## src/rtl/dpll_pkg.sv

```systemverilog
// Shared DPLL definitions: control-word geometry and the saturating helpers
// used by the loop filter.
//   CTRL_W       : width of the sign-magnitude VCO control word
//   CTRL_MAG_MAX : largest magnitude the control word can carry
//   clamp_sym    : clamp a signed value to [-lim, +lim]
//   sat_add      : a + b, clamped to [-lim, +lim]
//   sm_encode    : signed value (already within +-CTRL_MAG_MAX) -> {mag, sign}
package dpll_pkg;

  localparam int CTRL_W       = 13;
  localparam int CTRL_MAG_MAX = 4095;

  function automatic logic signed [31:0] clamp_sym(input logic signed [31:0] v,
                                                   input logic signed [31:0] lim);
    if (v > lim) begin
      return lim;
    end else if (v < -lim) begin
      return -lim;
    end
    return v;
  endfunction

  function automatic logic signed [31:0] sat_add(input logic signed [31:0] a,
                                                 input logic signed [31:0] b,
                                                 input logic signed [31:0] lim);
    return clamp_sym(a + b, lim);
  endfunction

  // Sign bit is 1 for sum >= 0, so a zero sum encodes as 13'h0001.
  function automatic logic [CTRL_W-1:0] sm_encode(input logic signed [31:0] sum);
    logic [31:0] mag;
    mag = (sum < 0) ? $unsigned(-sum) : $unsigned(sum);
    return {mag[CTRL_W-2:0], (sum >= 0)};
  endfunction

endpackage

```

## src/rtl/pi_accumulator.sv

```systemverilog
// Integrator of the PI loop filter with freeze and anti-windup clamp.
// Ports:
//   clk_ref  : clock, rising edge
//   rst      : synchronous active-high reset, clears the integrator
//   en_i     : phase-error sample valid
//   freeze_i : hold the integrator on a valid sample
//   err_i    : signed phase error
//   acc_o    : integrator value, always within +-(CTRL_MAG_MAX << KI_SHIFT)
module pi_accumulator
  import dpll_pkg::*;
#(
  parameter int ERR_W    = 8,
  parameter int ACC_W    = 20,
  parameter int KI_SHIFT = 6
) (
  input  logic                    clk_ref,
  input  logic                    rst,
  input  logic                    en_i,
  input  logic                    freeze_i,
  input  logic signed [ERR_W-1:0] err_i,
  output logic signed [ACC_W-1:0] acc_o
);

  // The clamp limit is chosen so that acc >>> KI_SHIFT never exceeds the
  // control-word magnitude; the accumulator can therefore never wrap.
  localparam int ACC_LIM = CTRL_MAG_MAX << KI_SHIFT;

  logic signed [ACC_W-1:0] acc_q, acc_d;

  always_comb begin
    acc_d = acc_q;
    if (en_i && !freeze_i) begin
      acc_d = ACC_W'(sat_add(32'(acc_q), 32'(err_i), ACC_LIM));
    end
  end

  always_ff @(posedge clk_ref) begin
    if (rst) begin
      acc_q <= '0;
    end else begin
      acc_q <= acc_d;
    end
  end

  assign acc_o = acc_q;

endmodule

```

## src/rtl/vco_ctrl_loop_filter.sv

```systemverilog
// PI loop filter producing the sign-magnitude VCO control word, plus a lock
// detector driven by a run of small phase errors.
// Ports:
//   clk_ref              : clock, rising edge
//   rst                  : synchronous active-high reset
//   phase_err            : signed phase error (positive = VCO too slow)
//   phase_err_valid      : phase_err is sampled on this edge
//   freeze               : integrator holds on a sampling edge
//   vco_dig_ctrl_voltage : {magnitude[11:0], sign}, sign 1 raises frequency
//   ctrl_valid           : one-cycle pulse when the control word updates
//   locked               : lock indication
module vco_ctrl_loop_filter
  import dpll_pkg::*;
#(
  parameter int ERR_W    = 8,
  parameter int KP_SHIFT = 2,
  parameter int KI_SHIFT = 6,
  parameter int ACC_W    = 20,
  parameter int LOCK_TOL = 2,
  parameter int LOCK_CNT = 16
) (
  input  logic                    clk_ref,
  input  logic                    rst,
  input  logic signed [ERR_W-1:0] phase_err,
  input  logic                    phase_err_valid,
  input  logic                    freeze,
  output logic [CTRL_W-1:0]       vco_dig_ctrl_voltage,
  output logic                    ctrl_valid,
  output logic                    locked
);

  localparam int P_W   = ERR_W + KP_SHIFT;
  localparam int CNT_W = $clog2(LOCK_CNT + 1);

  logic signed [ACC_W-1:0] acc;
  logic signed [P_W-1:0]   p_q, p_d;
  logic                    v1_q, v1_d;
  logic [CTRL_W-1:0]       word_q, word_d;
  logic                    cval_q, cval_d;
  logic [CNT_W-1:0]        cnt_q, cnt_d;
  logic                    locked_q, locked_d;

  logic signed [ACC_W-1:0] i_term;
  logic signed [ACC_W:0]   sum;
  logic signed [31:0]      sum_c;
  logic signed [ERR_W:0]   err_x;
  logic [ERR_W:0]          abs_err;
  logic                    in_tol;

  pi_accumulator #(
    .ERR_W    (ERR_W),
    .ACC_W    (ACC_W),
    .KI_SHIFT (KI_SHIFT)
  ) u_acc (
    .clk_ref  (clk_ref),
    .rst      (rst),
    .en_i     (phase_err_valid),
    .freeze_i (freeze),
    .err_i    (phase_err),
    .acc_o    (acc)
  );

  always_comb begin
    // Stage 1: proportional term registered alongside the integrator update.
    p_d  = p_q;
    v1_d = phase_err_valid;
    if (phase_err_valid) begin
      p_d = P_W'(phase_err) <<< KP_SHIFT;
    end

    // Stage 2: acc already holds the update made by the same sample.
    i_term = acc >>> KI_SHIFT;
    sum    = (ACC_W+1)'(p_q) + (ACC_W+1)'(i_term);
    sum_c  = clamp_sym(32'(sum), CTRL_MAG_MAX);
    word_d = word_q;
    cval_d = 1'b0;
    if (v1_q) begin
      word_d = sm_encode(sum_c);
      cval_d = 1'b1;
    end

    // One extra bit so |-2^(ERR_W-1)| is representable.
    err_x   = (ERR_W+1)'(phase_err);
    abs_err = (err_x < 0) ? $unsigned(-err_x) : $unsigned(err_x);
    in_tol  = (abs_err <= (ERR_W+1)'(LOCK_TOL));

    cnt_d    = cnt_q;
    locked_d = locked_q;
    if (phase_err_valid) begin
      if (in_tol) begin
        if (cnt_q != CNT_W'(LOCK_CNT)) begin
          cnt_d = cnt_q + CNT_W'(1);
        end
        if (cnt_d == CNT_W'(LOCK_CNT)) begin
          locked_d = 1'b1;
        end
      end else begin
        cnt_d    = '0;
        locked_d = 1'b0;
      end
    end
  end

  always_ff @(posedge clk_ref) begin
    if (rst) begin
      p_q      <= '0;
      v1_q     <= 1'b0;
      word_q   <= '0;
      cval_q   <= 1'b0;
      cnt_q    <= '0;
      locked_q <= 1'b0;
    end else begin
      p_q      <= p_d;
      v1_q     <= v1_d;
      word_q   <= word_d;
      cval_q   <= cval_d;
      cnt_q    <= cnt_d;
      locked_q <= locked_d;
    end
  end

  assign vco_dig_ctrl_voltage = word_q;
  assign ctrl_valid           = cval_q;
  assign locked               = locked_q;

endmodule

```

## config.mk

```make
export PLATFORM = sky130hd
export DESIGN_NAME = vco_ctrl_loop_filter
export DESIGN_NICKNAME = d
export VERILOG_FILES = /design/src/rtl/dpll_pkg.sv /design/src/rtl/pi_accumulator.sv /design/src/rtl/vco_ctrl_loop_filter.sv
export SDC_FILE = /design/constraint.sdc
export NUM_CORES = 1
export LEC_CHECK = 0
export BUFFER_PORTS_ARGS = -buffer_cell sky130_fd_sc_hd__buf_2
export CORE_MARGIN = 2
export CORE_UTILIZATION = 60
export CTS_CLUSTER_DIAMETER = 80
export DETAILED_ROUTE_END_ITERATION = 16
export GPL_TIMING_DRIVEN = 0
export HOLD_SLACK_MARGIN = 0.1
export PLACE_DENSITY_LB_ADDON = 0.1
export SLEW_MARGIN = 15
export SYNTH_ARGS = -nofsm -noshare
export SYNTH_HDL_FRONTEND = slang
export SYNTH_SLANG_ARGS = --single-unit
```

## constraint.sdc

```tcl
create_clock -name clk_ref -period 9.4 [get_ports clk_ref]
set_input_delay 1.88 -clock clk_ref [delete_from_list [all_inputs] [get_ports clk_ref]]
set_output_delay 1.88 -clock clk_ref [all_outputs]
set_load 0.005 [all_outputs]
```

; ---- Word-level counts from Yosys, hierarchy flattened
; Cells that the tools add are included.
[totals]
out_inout_bits = 15
ff_bits = 49
[op_classes]
addsub = 5
n_eq_ne = 3
n_mux = 20
n_reduce_logical = 3
order_cmp = 8
[op_table]
columns = cell, n
row1 = $mux W32, 3
row2 = $mux W20, 3
row3 = $ge A32 B1 Y1 const B, 1
row4 = $lt A32 B1 Y1 const B, 1
row5 = $add A20 B8 Y21, 1
row6 = $gt A21 B19 Y1 const B, 1
row7 = $lt A21 B19 Y1 const B, 1
row8 = $mux W5, 4
row9 = $add A10 B14 Y15, 1
row10 = $gt A15 B13 Y1 const B, 1
row11 = $lt A15 B13 Y1 const B, 1
row12 = $mux W12, 1
row13 = $neg A12 Y12, 1
row14 = $le A9 B2 Y1 const B, 1
row15 = $mux W9, 1
row16 = $neg A8 Y9, 1
row17 = $lt A8 B1 Y1 const B, 1
row18 = $mux W1, 8
row19 = $add A5 B1 Y5 const B, 1
row20 = $eq A5 B5 Y1 const B, 1
row21 = $ne A5 B5 Y1 const B, 1
row22 = $ne A2 B1 Y1 const B, 1
row23 = $reduce_and A2 Y1, 1
row24 = $logic_and A1 B1 Y1, 1
row25 = $logic_not A1 Y1, 1

; ---- Longest topological paths before layout
[depth]
ltp_word = 8
ltp_mapped = 19
ltp_nobuf = 19

; ---- Hierarchy
; From an unflattened synthesis, not the netlist that was laid out.
[hier_totals]
cells_unflattened = 584
area_unflattened_um2 = 4573.1
[by_module_without_submodules]
columns = module, seq_area_each_um2, area_each_um2, instances, cells_per_inst
row1 = vco_ctrl_loop_filter, 580.6, 2297.2, 1, 289
row2 = pi_accumulator, 400.4, 2275.9, 1, 295

; ---- Least setup slack after synthesis
; No wires, ideal clock.
[synth_timing]
path_kind = input to register
startpoint = input phase_err[0]
endpoint = register u_acc.acc_q[9] (netlist: u_acc.acc_o[9])
path_slack_ns = 4.891
setup_ns = 0.095
arrival_ns = 4.413
stages = 12
path_buffers = 1
cell_sequence = ha_1 fa_1 a211o_1 a21oi_1 a2111oi_0 o32a_1 xnor2_1 nand2_1 a21oi_1 buf_2 o21bai_1 a221oi_1
[synth_between]
elab_chain_cells = 6
elab_cells_between_ends = 8
classes_between = add/sub: 1 / order compare: 2 / mux: 5
[synth_rtl]
columns = item, line
row1 = start: declaration, vco_ctrl_loop_filter.sv:24  ; input logic signed [ERR_W-1:0] phase_err,
row2 = $add A20 B8 Y21 *, dpll_pkg.sv:26  ; return clamp_sym(a + b, lim);
row3 = $lt A21 B19 Y1, dpll_pkg.sv:17  ; end else if (v < -lim) begin
row4 = $mux W1, dpll_pkg.sv:17
row5 = $mux W1, dpll_pkg.sv:15  ; if (v > lim) begin
row6 = $mux W1, pi_accumulator.sv:32  ; if (en_i && !freeze_i) begin
row7 = $mux W20 *, dpll_pkg.sv:20  ; return v;
row8 = end signal: assignment, pi_accumulator.sv:39  ; acc_q <= '0;
row9 = end signal: assignment, pi_accumulator.sv:41  ; acc_q <= acc_d;
row10 = end: declaration, pi_accumulator.sv:28  ; logic signed [ACC_W-1:0] acc_q, acc_d;
; Every way passes the cells marked *; elsewhere a longest branch is shown, timed or not. The select of a mux whose other input is x is not followed.
; A chain may end at the register's enable or synchronous reset.

; ---- Worst setup path after layout
[layout_timing]
startpoint = input phase_err[7]
endpoint = register u_acc.acc_q[6] (netlist: u_acc.acc_o[6])
; Same word-level chain as after synthesis.

==> metrics.txt <==
Global Route Usage Sum approximately 29%; max_cap viols 0; Max Root-Sink Buffers 2; die area approximately 8000 sq um; # diodes 0; vias in the first global route 3950; Worst Setup SP phase_err[7]; Post-CTS Hold Buffers 0; Syn Std Cell Area between 4000 and 5000 sq um; Die X about 90 um; final clock skew ~0.0099 ns; final non-filler cell total roughly 680; Mapped Cells 546; Setup crit end u_acc.acc_o[6]; dpl cells 670; largest net degree at the start of global routing 18; largest family of logic cells by synthesized area compound AO/OA/AOI/OAI gates; Slowest-stage cell, CP a2111oi_0; GP Congestion ~0.92; Synthesized Nets 596; fin crit period roughly 5.0 ns; worst vdd ir 62.1 uV; final instance area 4750 sq um; row count 31; I/O Buffers 25; PwrDens roughly 140 nW/um^2; fmax 0.200 GHz; compound-gate portion of the synthesized area between 30% and 40%; Post-route DRC 0; #FFs+latches synth approximately 50; Routed WL 11300 um; xor and xnor area share after synthesis between 5 and 6%; RR Endpoint vco_dig_ctrl_voltage[11]; Clock transition at path regs 0.10 ns; RSZ-0062 raised after global routing no; WP depth 11; setup_tns 0 ns; Hold Slack between 0.4 and 0.5 ns; Routed WL per cell between 15 and 20 um; Critical Path End Type flop; reg2reg start u_acc.acc_o[8]; Hold Path Class flop to flop; Post-DP HPWL 8930 um; post-CTS setup buffer count 0; Initial Util 61.3%; cell depth of the worst flop-to-flop path 19; most frequent cells in the layout nor2_1 (55), dfxtp_1 (49), buf_2 (36), ha_1 (36), nand2_1 (35); Ys Warns 0; crit-path max cell delay 0.80 ns; initial antenna violation count 0; number of synthesized flops with an enable pin 0; Core ar. a little over 7000 sq um; post-synthesis adder-cell area fraction between 10 and 15%; Area after DPL between 4000 and 5000 sq um; status finished, final reports clean; vias roughly 4300; Final Max Slew Viols 0; share of post-route cells with drive strength above 1 approximately an eighth; library cells used by synthesis 85; Slew HR 41.5%; Setup Viol. Count Final 0; worst-path maximum fanout 16; CTS tree yes; commonest non-fill, non-tap cell in the layout nor2_1; clk sinks 49; first-pass detailed-route iteration total 5; H-tree Lvls 2; Clk Latency, worst-skew pair just over 0.3 ns; area delta synth->final 7.82%; gr ovfl total 0; Total Power approximately 0.00064 W; final antenna-violating net count 0; Top Ports 27; critical path buffer and inverter count 2; # resized after CTS 0; Tcrit/Tclk final ~53%; Data arrival, critical path between 5 and 6 ns; critical path type input pin to flop; CTS Root Cell clkbuf_8; Simple-Gate Fraction of Synth Area 21.0%; mux share of post-synthesis cell area ~3.5%; syn_area_per_cell 8.06 sq um; sequential area share after synthesis 22.3%; flop2flop setup slack between 4 and 5 ns; DR vias/cell 6.31; Final Hold Fails 0; Synth Flop Type dfxtp_1; Slew @ Worst Pin 0.856 ns; nets about 630; Worst Setup Start Kind input pin; leakage power figure 2.01 nW; Critical Path RT 9.62 ns; first-pass GRT wire length between 15000 and 20000 um; worst-path cell chain buf_2, ha_1, buf_2, and2_1, nor3_1, a2111oi_0, o32a_1, a21oi_1, mux2i_1, mux2_4, a311oi_1; ys async rst share 0%; drt first-iter violations between 200 and 250; cell family with most CP delay compound AO/OA/AOI/OAI gates; crit-path most repeated cell buf_2; CTS buffer count 5; Die Y roughly 90 um
[report_power, final]
part	switching (W)	internal, W	leakage (nW)
combinational	0.000167	0.000110	1.57
clock	0.0000773	0.0000542	0.0423
sequential	0.0000132	0.000223	0.403
total	0.000257	0.000388	2.01
[worst reg2reg max path: stages (launching register included)]
cell and delay, ns:
dfxtp_1 0.40, ha_1 0.19, inv_1 0.05, fa_1 0.39, and2b_1 0.23, o21a_1 0.11
nor2_1 0.04, xor2_1 0.45, nand4_1 0.23, o311ai_2 0.40, and2_2 0.29, inv_1 0.05
a21oi_1 0.15, ha_1 0.32, nor3b_1 0.28, and3_2 0.26, nand4_1 0.13, o21ai_0 0.25
nor3b_1 0.24, o31ai_1 0.09
[logic make-up (layout without fill, tap and decap cells)]
| group | after synthesis | after routing |
|---|---|---|
| flip-flops | 49 | 49 |
| AO/OA/AOI/OAI | 186 | 186 |
| AND/OR/NAND/NOR | 184 | 184 |
| multiplexers | 15 | 15 |
| adder cells (fa/ha/maj) | 38 | 38 |
| buffers and inverters | 48 | 81 |
| XOR/XNOR | 26 | 26 |
[area by class of cell]
cell class | count | area [sq um]
Clock buffer | 5 | 68.8
Timing Repair Buffer | 25 | 125
Fill cell | 643 | 2430
Buffer | 26 | 158
Multi-Input combinational cell | 449 | 3180
Inverter | 22 | 82.6
Tap cell | 99 | 124
Clock inverter | 3 | 26.3
Sequential cell | 49 | 981
[through the flow]
stage          setup WS (ns)  utilization [%]
2_1_floorplan           4.89                -
3_3_place_gp            4.15             64.8
3_5_place_dp            4.09             64.8
4_1_cts                 4.40             66.1
5_1_grt                 4.23             66.1
6_report                4.40             66.1
[registers in the layout, indices dropped and copies added, names as in the netlist]
signal                flops
locked                    1
vco_dig_ctrl_voltage     13
ctrl_valid                1
v1_q                      1
u_acc.acc_o              20
cnt_q                     5
p_q                       8
[worst min path at each step]
stage	start	endpoint	slack, ns	depth (start not counted)
6_report	vco_dig_ctrl_voltage[12]	vco_dig_ctrl_voltage[12]	0.46	2
5_1_grt	vco_dig_ctrl_voltage[12]	vco_dig_ctrl_voltage[12]	0.50	2
4_1_cts	vco_dig_ctrl_voltage[12]	vco_dig_ctrl_voltage[12]	0.46	2
3_5_place_dp	vco_dig_ctrl_voltage[12]	vco_dig_ctrl_voltage[12]	0.44	2
3_3_place_gp	vco_dig_ctrl_voltage[12]	vco_dig_ctrl_voltage[12]	0.43	2
2_1_floorplan	u_acc.acc_o[0]	u_acc.acc_o[0]	0.45	1
[cells in the mapped netlist, types with 4 or more instances]
master | instances | area share (%)
a211oi_1 | 21 | 3.6
xor2_1 | 12 | 2.4
nand3_1 | 16 | 1.8
ha_1 | 36 | 10
and2_1 | 5 | 0.71
nor4_1 | 4 | 0.57
or3_1 | 4 | 0.57
mux2i_1 | 14 | 3.2
a21oi_1 | 32 | 3.6
nor3b_1 | 5 | 0.85
a21o_1 | 11 | 1.9
o2111ai_1 | 4 | 0.80
buf_2 | 11 | 1.3
nor2b_1 | 7 | 0.99
a22o_1 | 4 | 0.80
a32o_1 | 4 | 0.91
inv_1 | 22 | 1.9
xnor2_1 | 14 | 2.8
dfxtp_1 | 49 | 22
nand2b_1 | 5 | 0.71
o21bai_1 | 6 | 1.0
nand2_1 | 35 | 3.0
clkbuf_1 | 8 | 0.68
o21a_1 | 11 | 1.9
o21ai_0 | 27 | 3.1
o211ai_1 | 5 | 0.85
a2111oi_0 | 4 | 0.80
nand4_1 | 13 | 1.8
nor3_1 | 16 | 1.8
nor2_1 | 55 | 4.7
[metal layers]
layer	share of wire, %	up-vias	GRT usage (%)
met3	2.6	16	2.47
met5	0	-	0
met1	46	2026	36.6
li1	-	2148	-
met2	49	88	51.5
met4	1.8	0	9.23
Power figures use the tool's default switching activity.
